[src/rtl/dsp_accum_pkg.sv]
// dsp_accum_pkg: shared state encoding and default sizes for the frame accumulator
package dsp_accum_pkg;
  localparam int DEF_WIDTH = 48;
  localparam int DEF_CNTW = 8;
  typedef enum logic [1:0] {IDLE = 2'd0, ACCUM = 2'd1, HOLD = 2'd2} state_e;
endpackage

[src/rtl/dsp_frame_accumulator_if.sv]
// dsp_frame_accumulator_if: term stream in, frame result out, with valid/ready on both sides
interface dsp_frame_accumulator_if
  import dsp_accum_pkg::*;
#(
  parameter int WIDTH = DEF_WIDTH,
  parameter int CNTW = DEF_CNTW
);
  logic in_valid, in_ready, in_sub, in_cin, in_last;
  logic out_valid, out_ready, carryout, ovf;
  logic [WIDTH-1:0] in_data, p;
  logic [CNTW-1:0] count;
  modport master (
    output in_valid, in_data, in_sub, in_cin, in_last, out_ready,
    input in_ready, out_valid, p, carryout, count, ovf
  );
  modport slave (
    input in_valid, in_data, in_sub, in_cin, in_last, out_ready,
    output in_ready, out_valid, p, carryout, count, ovf
  );
endinterface

[src/rtl/accum_addsub_core.sv]
// accum_addsub_core: WIDTH+1-bit add/sub of a and (b + cin), top bit is carry or borrow
module accum_addsub_core #(
  parameter int WIDTH = 48
) (
  input  logic [WIDTH-1:0] a_i,
  input  logic [WIDTH-1:0] b_i,
  input  logic             cin_i,
  input  logic             sub_i,
  output logic [WIDTH-1:0] r_o,
  output logic             c_o
);
  logic [WIDTH:0] ext_b;
  assign ext_b = {1'b0, b_i} + {{WIDTH{1'b0}}, cin_i};
  assign {c_o, r_o} = sub_i ? {1'b0, a_i} - ext_b : {1'b0, a_i} + ext_b;
endmodule

[src/rtl/dsp_frame_accumulator.sv]
// dsp_frame_accumulator: accumulates a frame of terms into P and hands the result downstream
module dsp_frame_accumulator
  import dsp_accum_pkg::*;
#(
  parameter int WIDTH = DEF_WIDTH,
  parameter int CNTW = DEF_CNTW
) (
  input logic clk_i,
  input logic rst_ni,
  input logic clr_i,
  dsp_frame_accumulator_if.slave bus
);
  state_e state_q, state_d;
  logic [WIDTH-1:0] p_q, r;
  logic [CNTW-1:0] cnt_q;
  logic c_q, c, ovf_q, accept, first;
  assign accept = bus.in_valid && bus.in_ready;
  assign first = state_q == IDLE;
  accum_addsub_core #(.WIDTH(WIDTH)) u_core (
    .a_i  (first ? '0 : p_q),
    .b_i  (bus.in_data),
    .cin_i(bus.in_cin),
    .sub_i(bus.in_sub),
    .r_o  (r),
    .c_o  (c)
  );
  always_ff @(posedge clk_i)
    if (!rst_ni) state_q <= IDLE;
    else state_q <= state_d;
  always_comb
    state_d = clr_i ? IDLE :
              state_q == HOLD ? (bus.out_ready ? IDLE : HOLD) :
              accept ? (bus.in_last ? HOLD : ACCUM) : state_q;
  // IN_READY is gated only by reset/clear and the registered state, never by OUT_READY
  always_comb begin
    bus.in_ready = rst_ni && !clr_i && state_q != HOLD;
    bus.out_valid = state_q == HOLD;
  end
  always_ff @(posedge clk_i)
    if (!rst_ni || clr_i) begin
      p_q <= '0;
      c_q <= 1'b0;
      cnt_q <= '0;
      ovf_q <= 1'b0;
    end else if (accept) begin
      p_q <= r;
      c_q <= c;
      cnt_q <= first ? CNTW'(1) : (&cnt_q ? cnt_q : cnt_q + 1'b1);
      ovf_q <= first ? 1'b0 : (ovf_q || &cnt_q);
    end
  assign bus.p = p_q;
  assign bus.carryout = c_q;
  assign bus.count = cnt_q;
  assign bus.ovf = ovf_q;
endmodule

[src/flat_wrapper.sv]
// flat-port wrapper written by rule: the top's interface ports become plain ports
module dsp_frame_accumulator_flat import dsp_accum_pkg::*;
#(
  parameter int WIDTH = DEF_WIDTH,
  parameter int CNTW = DEF_CNTW
)
  (clk_i, rst_ni, clr_i, bus_in_valid, bus_in_data, bus_in_sub, bus_in_cin, bus_in_last, bus_out_ready, bus_in_ready, bus_out_valid, bus_p, bus_carryout, bus_count, bus_ovf);
  dsp_frame_accumulator_if #(.WIDTH(WIDTH), .CNTW(CNTW)) bus_i ();
  input logic clk_i;
  input logic rst_ni;
  input logic clr_i;
  input wire logic [$bits(bus_i.in_valid)-1:0] bus_in_valid;
  input wire logic [$bits(bus_i.in_data)-1:0] bus_in_data;
  input wire logic [$bits(bus_i.in_sub)-1:0] bus_in_sub;
  input wire logic [$bits(bus_i.in_cin)-1:0] bus_in_cin;
  input wire logic [$bits(bus_i.in_last)-1:0] bus_in_last;
  input wire logic [$bits(bus_i.out_ready)-1:0] bus_out_ready;
  output wire logic [$bits(bus_i.in_ready)-1:0] bus_in_ready;
  output wire logic [$bits(bus_i.out_valid)-1:0] bus_out_valid;
  output wire logic [$bits(bus_i.p)-1:0] bus_p;
  output wire logic [$bits(bus_i.carryout)-1:0] bus_carryout;
  output wire logic [$bits(bus_i.count)-1:0] bus_count;
  output wire logic [$bits(bus_i.ovf)-1:0] bus_ovf;
  assign bus_i.in_valid = bus_in_valid;
  assign bus_i.in_data = bus_in_data;
  assign bus_i.in_sub = bus_in_sub;
  assign bus_i.in_cin = bus_in_cin;
  assign bus_i.in_last = bus_in_last;
  assign bus_i.out_ready = bus_out_ready;
  assign bus_in_ready = bus_i.in_ready;
  assign bus_out_valid = bus_i.out_valid;
  assign bus_p = bus_i.p;
  assign bus_carryout = bus_i.carryout;
  assign bus_count = bus_i.count;
  assign bus_ovf = bus_i.ovf;
  dsp_frame_accumulator #(.WIDTH(WIDTH), .CNTW(CNTW)) u_core (.clk_i(clk_i), .rst_ni(rst_ni), .clr_i(clr_i), .bus(bus_i));
endmodule
[config.mk]
export PLATFORM = sky130hd
export DESIGN_NAME = dsp_frame_accumulator_flat
export DESIGN_NICKNAME = d
export VERILOG_FILES = /design/src/rtl/dsp_accum_pkg.sv /design/src/rtl/dsp_frame_accumulator_if.sv /design/src/rtl/accum_addsub_core.sv /design/src/rtl/dsp_frame_accumulator.sv /design/src/flat_wrapper.sv
export SDC_FILE = /design/constraint.sdc
export NUM_CORES = 1
export LEC_CHECK = 0
export CAP_MARGIN = 20
export CORE_ASPECT_RATIO = 1.2
export CORE_MARGIN = 5
export CORE_UTILIZATION = 51
export CTS_CLUSTER_DIAMETER = 30
export CTS_CLUSTER_SIZE = 8
export DETAILED_ROUTE_END_ITERATION = 6
export GPL_TIMING_DRIVEN = 0
export PLACE_DENSITY = 0.88
export SETUP_SLACK_MARGIN = 0.4
export SLEW_MARGIN = 20
export SYNTH_ARGS = -nofsm -noshare
export SYNTH_HDL_FRONTEND = slang
export SYNTH_SLANG_ARGS = --single-unit
[constraint.sdc]
create_clock -name clk_i -period 5.5 [get_ports clk_i]
set_clock_uncertainty 0.15 [all_clocks]
set_input_delay 0.55 -clock clk_i [delete_from_list [all_inputs] [get_ports clk_i]]
set_output_delay 0.55 -clock clk_i [all_outputs]
set_load 0.005 [all_outputs]
==> metrics list, run 1 <==
- CP max-delay cell: sky130_fd_sc_hd__ha_1
- Cell types occupying the most area after synthesis: sky130_fd_sc_hd__dfxtp_1, sky130_fd_sc_hd__ha_1, sky130_fd_sc_hd__xor2_1
* Dominant synthesized flop cell: sky130_fd_sc_hd__dfxtp_1
- At the end of the flow, the number of nets in the layout was 1355.
* Setup Viol. Count Final: 0
- Run status: finished clean
- The area growth from synthesis to layout is 43.0%.
- In this run the clock root is driven by a sky130_fd_sc_hd__clkbuf_16.
- Cell area after synthesis: 7600 sq um
- Global route overflow: 0
- Residual DRC count: 0
* Global-route wire length before repair: ~41 mm
- Dividing total power by cell area gives a power density of between 150 and 200 nW/um^2.
- Worst-Skew Late Latency: 0.34 ns
* Placed instance count: about 1300
* Number of register bits inferred by synthesis: 60
* Site row count: between 40 and 50
* # clock sinks: 60
- Delay contributed by the slowest stage of the critical path: 0.36 ns
* Maximum frequency from static timing analysis: 186 MHz
* Routability congestion estimate: 0.949
- STA puts the critical path data required time at 5.55 ns.
* Switching Fraction: between 30% and 40%
- Initial antenna violation count: 0
- After clock tree synthesis, the clock-pin slew on the worst setup and hold paths is 0.06 ns.
- Total power for the finished layout comes to 1630 uW.
* Fin crit share: 97.8%
- Sw Pwr: 576 uW
* Worst setup timing slack at the placement stage: -1.12 ns
- CTS tree: done
- In the routed layout, each cell is associated on average with a via count of about 6.6.
- Share of layout cells above drive strength 1: 25.9%
- Number of placed I/O pins: roughly 120
- For the final routed database, the setup TNS stands at 0 ns.
- In this design, the largest share of critical-path delay is due to compound AO/OA/AOI/OAI gates.
* Routed wirelength normalized by instance count: 21.1 um
- Class of the most critical setup path: in2reg
- Power share of the combinational group: 36.4%
- CTS buffer count: 9
- Critical Path Fanout Max: 7
* Maximum number of pins on one net before global-route repair: 11
- Fraction of power consumed by the clock network: about a third
* Final Max Slew Viols: 0
- Final wirelength: 30.6 mm
* Data arrival time of the critical path: 5.43 ns
* Number of buffers added to fix hold violations after cts: 0
- For this run, the number of standard cells in the final layout without fillers is ~1500.
- For this configuration, the core starts out at a cell density of 51.3%.
* Relative max-transition margin: between 50 and 60%
* Final count of hold timing violations: 0
- DP HPWL: 18.3 mm
- Slew of the pin with the lowest slew margin: 0.746 ns
- Int Pwr: around 1100 uW
- STA classifies the critical path endpoint as a register.
* Worst-case setup margin in the final layout: 0.119 ns
- Post-layout min period: 5.38 ns
* Portion of synthesized cell area occupied by the leading cell type: 15.8%
- Total leakage power: 0.00438 uW
- Max Root-Sink Buffers: 2
- Number of synthesis warnings: 0
- The synthesized design spends more area on one cell type than any other, namely sky130_fd_sc_hd__dfxtp_1.
- Max-cap viol count: 0
- Fraction of registers with async set/reset: 0%
* Antenna-violating nets left: 0
* Diode count: 0
- Sum of buffers and inverters on the critical path: 6
- The region available for standard cell placement spans 14800 sq um.
- Sequential cell fraction of total power: 28.9%
- Mapped Cells: 1035
- Summing over every cut layer, the via total after detailed routing is ~9600.
* Largest vdd supply drop: ~140 uV
* Worst setup slack for register-to-register paths: 1.16 ns
- Number of filler cells placed in the layout: between 900 and 1000
- For this block, the initial DRC count from the detailed router was 1052.
- The library cells used most frequently in the layout, excluding fill and tap cells, are sky130_fd_sc_hd__buf_4, sky130_fd_sc_hd__clkdlybuf4s50_1, sky130_fd_sc_hd__nand3_1.
- Worst Hold Slack: 0.313 ns
- EDFF count, synth: 0
- The path class of the tightest hold or removal check is reg2reg.
* Number of nets in the synthesized netlist: 1145
* Number of buffers added on ports: ~100
* Iteration count of the initial detailed-routing pass: 6
* Die Area: 17500 sq um
- Floorplan die width: 121 um
* Post-synth cell types: 85
* Unrepaired setup endpoints after global routing: yes
* Average size of a mapped cell: approximately 7.3 sq um
- Measured along the y axis, the die boundary spans between 100 and 150 um.
* Fraction of the yosys area taken by sequential cells: ~16%
- Critical Path Start Type: input pin
- In the global route stage, overall resource usage came out at 28.8%.
* Number of H-tree levels: 3
* Most common cell after layout, fill and taps aside: sky130_fd_sc_hd__buf_4
- Vias in the first global route: 8394
## synthesized netlist by cell type (6+ instances only)
master,number
sky130_fd_sc_hd__a21oi_1,74
sky130_fd_sc_hd__o21ai_0,78
sky130_fd_sc_hd__nand2b_1,14
sky130_fd_sc_hd__buf_2,10
sky130_fd_sc_hd__clkbuf_1,37
sky130_fd_sc_hd__a31oi_1,23
sky130_fd_sc_hd__inv_1,21
sky130_fd_sc_hd__o21a_1,6
sky130_fd_sc_hd__a211oi_1,15
sky130_fd_sc_hd__nand3_1,82
sky130_fd_sc_hd__nand2_1,64
sky130_fd_sc_hd__nor2_1,68
sky130_fd_sc_hd__xnor2_1,70
sky130_fd_sc_hd__nor3_1,13
sky130_fd_sc_hd__and3_1,27
sky130_fd_sc_hd__nor4_1,7
sky130_fd_sc_hd__ha_1,53
sky130_fd_sc_hd__xor2_1,71
sky130_fd_sc_hd__nor2b_1,18
sky130_fd_sc_hd__nand4_1,25
sky130_fd_sc_hd__and4_1,13
sky130_fd_sc_hd__and2_1,60
sky130_fd_sc_hd__a21o_1,24
sky130_fd_sc_hd__dfxtp_1,60
## path summary, 6_finish.rpt
check / from / cells past startpoint / endpoint
max: bus_in_data[0] / 28 / u_core.bus.p[46]$_SDFFE_PP0P_
min: u_core.bus.carryout$_SDFFE_PP0P_ / 2 / u_core.bus.carryout$_SDFFE_PP0P_
max reg2reg: u_core.state_q[0]$_SDFFE_PP0P_ / 16 / u_core.bus.p[47]$_SDFFE_PP0P_
min reg2reg: u_core.bus.carryout$_SDFFE_PP0P_ / 2 / u_core.bus.carryout$_SDFFE_PP0P_
## layer usage
| metal | track usage, % | routed length (um) |
|---|---|---|
| met5 | 0 | 0 |
| met4 | 14.9 | 2280 |
| met3 | 4.49 | 3250 |
| met2 | 47.9 | 13800 |
| met1 | 35.9 | 11300 |
## registers in the layout (all words and copies together) (netlist names)
register	flops
u_core.bus.ovf	1
u_core.bus.count	8
u_core.bus.carryout	1
u_core.bus.p	48
u_core.state_q	2
## kinds of logic (layout without fill, tap and decap cells)
| family | after synthesis | after routing | share of synthesized area (%) |
|---|---|---|---|
| simple gates | 430 | 430 | 32.2 |
| compound gates | 270 | 270 | 22.1 |
| xor+xnor | 141 | 141 | 16.2 |
| buf+inv | 76 | 290 | 4.15 |
| flops | 60 | 60 | 15.8 |
| fa+ha+maj | 54 | 54 | 8.98 |
| mux | 4 | 4 | 0.543 |
## layout make-up
cell class	count	area [sq um]	share of cell area [%]
Clock buffer	14	284	2.61
Buffer	55	280	2.58
Multi-Input combinational cell	899	7020	64.5
Sequential cell	60	1200	11.0
Timing Repair Buffer	199	1750	16.1
Clock inverter	1	5.00	0.0460
Inverter	21	78.8	0.725
Tap cell	204	255	2.35
## power groups by stage
stage	clock [uW]	combinational, uW	sequential (uW)
global route	586	627	474
floorplan	0	297	477
finish	568	594	472
global placement	0	454	479
CTS	561	507	470
detailed placement	0	464	479
## per-stage QoR
stage          utilization (%)  cell area [sq um]
6_report                  73.3              10900
5_1_grt                   73.3              10900
3_3_place_gp              60.4               8960
3_5_place_dp              60.4               8960
4_1_cts                   68.1              10100
2_1_floorplan                -               7680
## what timing repair did
item	in CTS	in global routing
hold endpoints to repair	0	0
setup endpoints to repair	32	21
gates cloned	1	0
setup buffers	51	45
resized for setup	140	142
pin swaps	62	76
## worst reg2reg max path, delay by kind of cell, from the launching register on
family / cells / cell delay [ns]
AO/OA/AOI/OAI: 9 / 2.02
XOR/XNOR: 1 / 0.19
adder cells (fa/ha/maj): 1 / 0.24
buffers and inverters: 2 / 0.58
flip-flops: 1 / 0.34
AND/OR/NAND/NOR: 3 / 0.69
(Power assumes the default switching activity.)
==> inputs of run 2 (changes only) <==
- TNS_END_PERCENT: not set -> 30
==> run 2 against run 1 <==
Compared with the run above: critical path depth down 4; wire length is 8.1% lower; power up 0.50%; largest cell class unchanged; non-clock buffer count down 15; register-to-register slack got worse by 0.12 ns; critical path type unchanged.
==> metrics list, run 2 (synthesis results as in run 1) <==
- The number of antenna violations at the first check in global routing came to 0 (unchanged).
- Final wirelength: 28.1 mm (was 30.6 mm)
* Synthesis-to-finish area growth: 40.7% (was 43.0%)
- The number of buffers between clock root and the deepest sink is 2 (unchanged).
- The I/O pin total was 116 (unchanged).
- Starting utilization of the core area: 51.3% (unchanged)
- Total leakage power: 0.00424 uW (was 0.00438 uW)
* Worst-case setup margin in the final layout: 0.153 ns (was 0.119 ns)
- Routed vias/inst: 6.35 (was 6.63)
- Worst setup slack for register-to-register paths: 1.04 ns (was 1.16 ns)
* Worst-Skew Late Latency: 0.35 ns (was 0.34 ns)
* Die span in y: 144 um (unchanged)
* Vias in the first global route: 8259 (was 8394)
- Kind of capture point of the worst setup path: register (unchanged)
- Placed Area: 8950 sq um (was 8960 sq um)
- Largest vdd supply drop: 137 uV (was 139 uV)
* CTS buffer count: 9 (unchanged)
- The number of pins with negative max-slew slack in the final report was 0 (unchanged).
- The CTS tree is done (unchanged).
- The clock-pin slew reported for the worst setup and hold paths after clock tree synthesis was 0.05 ns (was 0.06 ns).
* Hold/Removal Path Class: reg2reg (unchanged)
- The data required time at the worst endpoint was 5.57 ns (was 5.55 ns).
- The fraction of layout cells with a size suffix above 1 was 23.9% (was 25.9%).
- Post-layout util: 72.1% (was 73.3%)
- The number of sinks on the clock net came to 60 (unchanged).
* Area occupied by registers: 1200 sq um (unchanged)
* Net count of the finished layout: 1340 (was 1355)
- The area of the die came to 17500 sq um (unchanged).
- The horizontal die dimension is 121 um (unchanged).
- The number of flip-flops under the largest register name came to 48 (unchanged).
* Maximum number of pins on one net before global-route repair: 11 (unchanged)
* Slew of the pin with the lowest slew margin: 0.718 ns (was 0.746 ns)
* Antenna-violating nets left: 0 (unchanged)
* All-layer global routing usage: 28.0% (was 28.8%)
- Unrepaired setup endpoints after global routing: yes (unchanged)
- Relative max-transition margin: 52.1% (was 50.3%)
- The global-route wire length before repair came to 39.9 mm (was 41.1 mm).
- The area of combinational cells with multiple inputs came to 6970 sq um (was 7020 sq um).
* Routability congestion estimate: 0.951 (was 0.949)
- The power density over the cells came to 153 nW/um^2 (was 150 nW/um^2).
- The row count came to 49 (unchanged).
- The final critical delay including setup and external delays is 5.35 ns (was 5.38 ns).
- The clock tree root driver cell was sky130_fd_sc_hd__clkbuf_16 (unchanged).
* Number of filler cells placed in the layout: 1040 (was 986)
- Leading cell types in the layout, fill and taps excluded: sky130_fd_sc_hd__clkdlybuf4s50_1, sky130_fd_sc_hd__buf_4, sky130_fd_sc_hd__nand3_1 (was sky130_fd_sc_hd__buf_4, sky130_fd_sc_hd__clkdlybuf4s50_1, sky130_fd_sc_hd__nand3_1).
- The most common cell after layout, fill and taps aside is sky130_fd_sc_hd__clkdlybuf4s50_1 (was sky130_fd_sc_hd__buf_4).
* Number of buffers added to fix hold violations after cts: 0 (unchanged)
* Global route overflow: 0 (unchanged)
* Routed wirelength normalized by instance count: 19.6 um (was 21.1 um)
* DP HPWL: 18.2 mm (was 18.3 mm)
- Setup Viol. Count Final: 0 (unchanged)
* Layout Cell Area excl Fill: 10700 sq um (was 10900 sq um)
- The max-cap check violation count came to 0 (unchanged).
- Final count of hold timing violations: 0 (unchanged)
- Number of buffers added on ports: 102 (unchanged)
* Diode count: 0 (unchanged)
* Residual DRC count: 0 (unchanged)
- Class of the most critical setup path: in2reg (unchanged)
- Critical Path Start Type: input pin (unchanged)
* Worst setup timing slack at the placement stage: -1.09 ns (was -1.12 ns)
- Number of H-tree levels: 3 (unchanged)
* Iteration count of the initial detailed-routing pass: 5 (was 6)
* Run status: finished clean (unchanged)
- Routed vias: 9131 (was 9628)
* Fin crit share: 97.2% (was 97.8%)
- Starting DRC count in detailed routing: 814 (was 1052)
- Data arrival time of the critical path: 5.42 ns (was 5.43 ns)
- Final sum of negative setup slack: 0 ns (unchanged)
- Placeable core area: 14800 sq um (unchanged)
* Maximum frequency from static timing analysis: 187 MHz (was 186 MHz)
- The maximum fanout count along the critical path is 6 (was 7).
-- run 2: cell count changes in the layout (fill, tap and decap cells not counted), sizes merged --
cell,previous run,this run
bufinv,0,1
dlymetal6s2s,6,1
clkdlybuf4s50,81,84
buf,119,102
dlygate4sd2,1,11
clkdlybuf4s15,1,0
clkbuf,60,53
-- run 2: what timing repair did --
item,4_1_cts,5_1_grt
gates resized for setup,137,111
setup buffers,46,36
gates cloned,0,0
pin swaps,53,91
setup endpoints to repair,32,25
-- run 2: routing by layer --
layer	vias up	part of all wire (%)	track usage [%]
met1	4253	39	35.5
met4	0	5.1	11.7
met2	593	47	46.9
li1	4141	-	-
met3	144	9.4	4.69
met5	-	0	0
-- run 2: worst max-delay path, cell delays in order --
cell	delay, ns
sky130_fd_sc_hd__buf_8	0.08
sky130_fd_sc_hd__ha_4	0.13
sky130_fd_sc_hd__ha_4	0.14
sky130_fd_sc_hd__buf_8	0.12
sky130_fd_sc_hd__nand4_4	0.09
sky130_fd_sc_hd__nor4_4	0.34
sky130_fd_sc_hd__nand3_2	0.12
sky130_fd_sc_hd__or4b_4	0.57
sky130_fd_sc_hd__a22oi_2	0.30
sky130_fd_sc_hd__and4_4	0.30
sky130_fd_sc_hd__and2b_4	0.20
sky130_fd_sc_hd__a21oi_1	0.09
sky130_fd_sc_hd__xnor2_1	0.19
sky130_fd_sc_hd__ha_2	0.38
sky130_fd_sc_hd__a21oi_2	0.07
sky130_fd_sc_hd__and2_2	0.24
sky130_fd_sc_hd__a22oi_2	0.20
sky130_fd_sc_hd__nand3_1	0.21
sky130_fd_sc_hd__a211oi_4	0.35
sky130_fd_sc_hd__nor2_4	0.11
sky130_fd_sc_hd__o311ai_4	0.30
sky130_fd_sc_hd__a21oi_2	0.10
sky130_fd_sc_hd__xnor2_1	0.17
sky130_fd_sc_hd__o21ai_1	0.07
-- run 2: worst paths after layout --
path                                          from                                to  cells after the start
hold reg to reg   u_core.bus.carryout$_SDFFE_PP0P_  u_core.bus.carryout$_SDFFE_PP0P_                      2
setup / recovery                    bus_in_data[0]  u_core.bus.carryout$_SDFFE_PP0P_                     24
hold / removal    u_core.bus.carryout$_SDFFE_PP0P_  u_core.bus.carryout$_SDFFE_PP0P_                      2
setup reg to reg    u_core.state_q[0]$_SDFFE_PP0P_     u_core.bus.p[31]$_SDFFE_PP0P_                     16
-- run 2: per-stage QoR --
stage               instances  hold slack [ns]  total power (uW)
finish                   1437            0.312              1640
global route             1437            0.340              1700
CTS                      1401            0.308              1550
detailed placement       1341            0.302               943
global placement         1341            0.299               932
floorplan                1035            0.303               773
-- run 2: layout make-up --
class / count / area share (%)
inverter: 21 / 0.737
clock buffer: 12 / 2.40
clock inverter: 2 / 0.327
timing repair buffer: 184 / 15.2
multi-input combinational: 899 / 65.1
sequential: 60 / 11.2
buffer: 55 / 2.62
tap: 204 / 2.39
-- run 2: power breakdown --
part | total, uW | internal (uW) | switching [uW]
sequential | 472 | 455 | 17.1
clock | 586 | 370 | 217
combinational | 584 | 253 | 330
total | 1640 | 1080 | 564
==> inputs of run 3 (changes only) <==
- CORE_UTILIZATION: 51 -> 46
- PLACE_DENSITY: 0.88 -> 0.81
- REMOVE_ABC_BUFFERS: not set -> 1
==> run 3 against run 2 <==
Compared with the run above: flip-flop and latch count did not move; fmax is 1.5% higher; largest power group unchanged; die area is 10% higher; first-iteration DRC count is 29% lower; critical path depth shrank 2; sequential power about the same; utilization shrank 7.7 points; final area is 2.0% lower; register-to-register slack improved by 0.23 ns; clock power down 3.4%.
==> metrics list, run 3 (synthesis results as in run 1) <==
- Global-route wire length before repair: 36.6 mm (was 39.9 mm)
* Number of H-tree levels: 3 (unchanged)
* Die Area: 19200 sq um (was 17500 sq um)
- Startpoint of the worst register-to-register path: u_core.state_q[1]$_SDFFE_PP0P_ (was u_core.state_q[0]$_SDFFE_PP0P_)
* Flip-flop count of the largest register after layout: 48 (unchanged)
- Number of placed I/O pins: 116 (unchanged)
* # clock sinks: 60 (unchanged)
- Max Root-Sink Buffers: 2 (unchanged)
* Hold/Removal Path Class: reg2reg (unchanged)
- Layout Cell Area excl Fill: 10500 sq um (was 10700 sq um)
* Placed instance count: 1312 (was 1341)
- The post-route setup TNS came to 0 ns (unchanged).
- Areal power density over the cells: 151 nW/um^2 (was 153 nW/um^2)
- The total overflow reported by the global router was 0 (unchanged).
- The end of the worst hold path is u_core.bus.carryout$_SDFFE_PP0P_ (unchanged).
* Floorplan die width: 127 um (was 121 um)
- The DRC violation count after routing came to 0 (unchanged).
* Worst setup timing slack at the placement stage: -1.33 ns (was -1.09 ns)
- Setup Viol. Count Final: 0 (unchanged)
- Leading cell types in the layout, fill and taps excluded: sky130_fd_sc_hd__clkdlybuf4s50_1, sky130_fd_sc_hd__nand3_1, sky130_fd_sc_hd__buf_4 (was sky130_fd_sc_hd__clkdlybuf4s50_1, sky130_fd_sc_hd__buf_4, sky130_fd_sc_hd__nand3_1)
- Startpoint of the lowest-slack hold path: u_core.bus.carryout$_SDFFE_PP0P_ (unchanged)
- The residual antenna-violating net count after detailed routing came to 0 (unchanged).
- The overall routing resource usage is 23.0% (was 28.0%).
* Worst-Skew Late Latency: 0.33 ns (was 0.35 ns)
* Hold depth: 2 (unchanged)
* Maximum number of pins on one net before global-route repair: 83 (was 11)
* Most common cell after layout, fill and taps aside: sky130_fd_sc_hd__clkdlybuf4s50_1 (unchanged)
- Fin crit share: 95.8% (was 97.2%)
- The initial standard-cell utilization of the core was 46.7% (was 51.3%).
* Required arrival time at the worst endpoint: 5.57 ns (about the same)
- The classification of the worst setup path is in2reg (unchanged).
* Site row count: 51 (was 49)
- The overall die height is 151 um (was 144 um).
* Run status: finished clean (unchanged)
- Worst-case setup margin in the final layout: 0.233 ns (was 0.153 ns)
- Post-layout min period: 5.27 ns (was 5.35 ns)
- The detailed-route wire length per cell came to 17.7 um (was 19.6 um).
- Critical Path Fanout Max: 7 (was 6)
- Critical Path Start Type: input pin (unchanged)
* Synthesis-to-finish area growth: 38.0% (was 40.7%)
* Final wirelength: 24.8 mm (was 28.1 mm)
- Slew of the pin with the lowest slew margin: 0.615 ns (was 0.718 ns)
- The fraction of layout cells with a size suffix above 1 came to 22.2% (was 23.9%).
- The remaining max-slew budget at the tightest pin came to 58.7% (was 52.1%).
* Routed vias: 8419 (was 9131)
* Kind of capture point of the worst setup path: register (unchanged)
- The layout net count was 1294 (was 1340).
- The hold buffer count at CTS came to 0 (unchanged).
- The number of buffers added on ports was 115 (was 102).
- Post-layout util: 64.5% (was 72.1%)
* CTS buffer count: 9 (unchanged)
* Routed vias/inst: 6.02 (was 6.35)
- Initial antenna violation count: 0 (unchanged)
* Clock input transition at the sequential cells of the worst setup and hold paths: 0.05 ns (about the same)
- The worst ir drop on vdd came to 135 uV (was 137 uV).
- The number of hold violations in the final report is 0 (unchanged).
- The cell count of the worst reg-to-reg path was 16 (unchanged).
- The number of non-filler instances in the completed layout was 1399 (was 1437).
- The number of optimization iterations in the first detailed-route pass came to 7 (was 5).
* Master cell of the clock root buffer: sky130_fd_sc_hd__clkbuf_16 (unchanged)
- Unrepaired setup endpoints after global routing: yes (unchanged).
- The CTS tree is done (unchanged).
* Diode count: 0 (unchanged)
- Maximum frequency from static timing analysis: 190 MHz (was 187 MHz)
- Final Max Slew Viols: 0 (unchanged)
- The static leakage came to 0.00416 uW (was 0.00424 uW).
- The iteration-0 DRC count of the detailed router was 580 (was 814).
- The end of the worst register-to-register path was u_core.bus.p[31]$_SDFFE_PP0P_ (unchanged).
* Vias in the first global route: 7881 (was 8259)
- The signal arrival time at the worst endpoint is 5.33 ns (was 5.42 ns).
* Placed Area: 8920 sq um (was 8950 sq um)
- The reg2reg setup slack is 1.27 ns (was 1.04 ns).
- The area of the core was 16300 sq um (was 14800 sq um).
- The detailed placement HPWL is 16.4 mm (was 18.2 mm).
- Routability congestion estimate: 0.965 (was 0.951)
- Max-cap viol count: 0 (unchanged)
[run 3: cell count changes in the layout (fill, tap and decap cells not counted), sizes merged]
cell           change
and4               +1
buf               -13
clkbuf            -34
clkdlybuf4s15      +1
clkdlybuf4s50      +1
dlygate4sd2        -6
dlymetal6s2s       +4
[run 3: stage by stage]
step / hold slack, ns / total power [uW]
3_5_place_dp: 0.308 / 940
2_1_floorplan: 0.303 / 746
3_3_place_gp: 0.297 / 921
6_report: 0.313 / 1580
4_1_cts: 0.315 / 1540
5_1_grt: 0.337 / 1650
[run 3: routing by layer]
metal	global-route usage [%]	vias to the layer above	wire, um	part of all wire [%]
li1	-	4074	-	-
met1	25.5	3930	9400	38
met2	42.2	337	13000	52
met3	3.95	78	1420	5.7
met4	10.9	0	996	4.0
met5	0	-	0	0
[run 3: final cells by class]
| cell class | instances | area, sq um |
|---|---|---|
| Clock inverter | 2 | 35.0 |
| Sequential cell | 60 | 1200 |
| Timing Repair Buffer | 192 | 1750 |
| Multi-Input combinational cell | 900 | 6910 |
| Clock buffer | 12 | 256 |
| Tap cell | 212 | 265 |
| Fill cell | 1281 | 5780 |
| Inverter | 21 | 78.8 |
[run 3: how the worst max path moves through the flow]
stage | startpoint | end | slack (ns) | cells after the start
final | bus_in_data[23] | u_core.bus.carryout$_SDFFE_PP0P_ | 0.23 | 22
after global routing | bus_in_data[23] | u_core.bus.p[47]$_SDFFE_PP0P_ | 0.07 | 23
after CTS | bus_in_data[10] | u_core.bus.p[46]$_SDFFE_PP0P_ | 0.39 | 22
after detailed placement | bus_in_cin | u_core.bus.p[46]$_SDFFE_PP0P_ | -1.33 | 25
after global placement | bus_in_cin | u_core.bus.p[44]$_SDFFE_PP0P_ | -1.26 | 25
after floorplan | bus_in_cin | u_core.bus.p[44]$_SDFFE_PP0P_ | 0.07 | 24
[run 3: worst max-delay path, cell delays in order]
cell and delay [ns]:
sky130_fd_sc_hd__clkdlybuf4s50_1 0.59, sky130_fd_sc_hd__and3_4 0.26, sky130_fd_sc_hd__and3_2 0.28, sky130_fd_sc_hd__nand2_2 0.16
sky130_fd_sc_hd__nor3_2 0.18, sky130_fd_sc_hd__xnor2_1 0.24, sky130_fd_sc_hd__nand4b_1 0.23, sky130_fd_sc_hd__nor2_4 0.20
sky130_fd_sc_hd__nand2_1 0.10, sky130_fd_sc_hd__a21oi_2 0.21, sky130_fd_sc_hd__o21ai_0 0.14, sky130_fd_sc_hd__xor2_1 0.19
sky130_fd_sc_hd__ha_1 0.37, sky130_fd_sc_hd__and3_1 0.24, sky130_fd_sc_hd__and3_1 0.29, sky130_fd_sc_hd__nand2_1 0.12
sky130_fd_sc_hd__nor2_1 0.21, sky130_fd_sc_hd__inv_1 0.11, sky130_fd_sc_hd__o311ai_2 0.29, sky130_fd_sc_hd__a21oi_1 0.13
sky130_fd_sc_hd__xnor2_1 0.17, sky130_fd_sc_hd__o21ai_1 0.08
[run 3: timing repair]
item,CTS,global route
cloned,0,1
setup buffers,44,28
gates resized for setup,133,136
endpoints found under the setup margin,32,22
pin swaps,48,54
[run 3: report_power, final]
group | leakage [uW] | total, uW | switching [uW] | internal (uW)
registers | 0.000488 | 471 | 15.7 | 455
clock network | 0.000145 | 566 | 197 | 369
logic | 0.00353 | 549 | 304 | 244
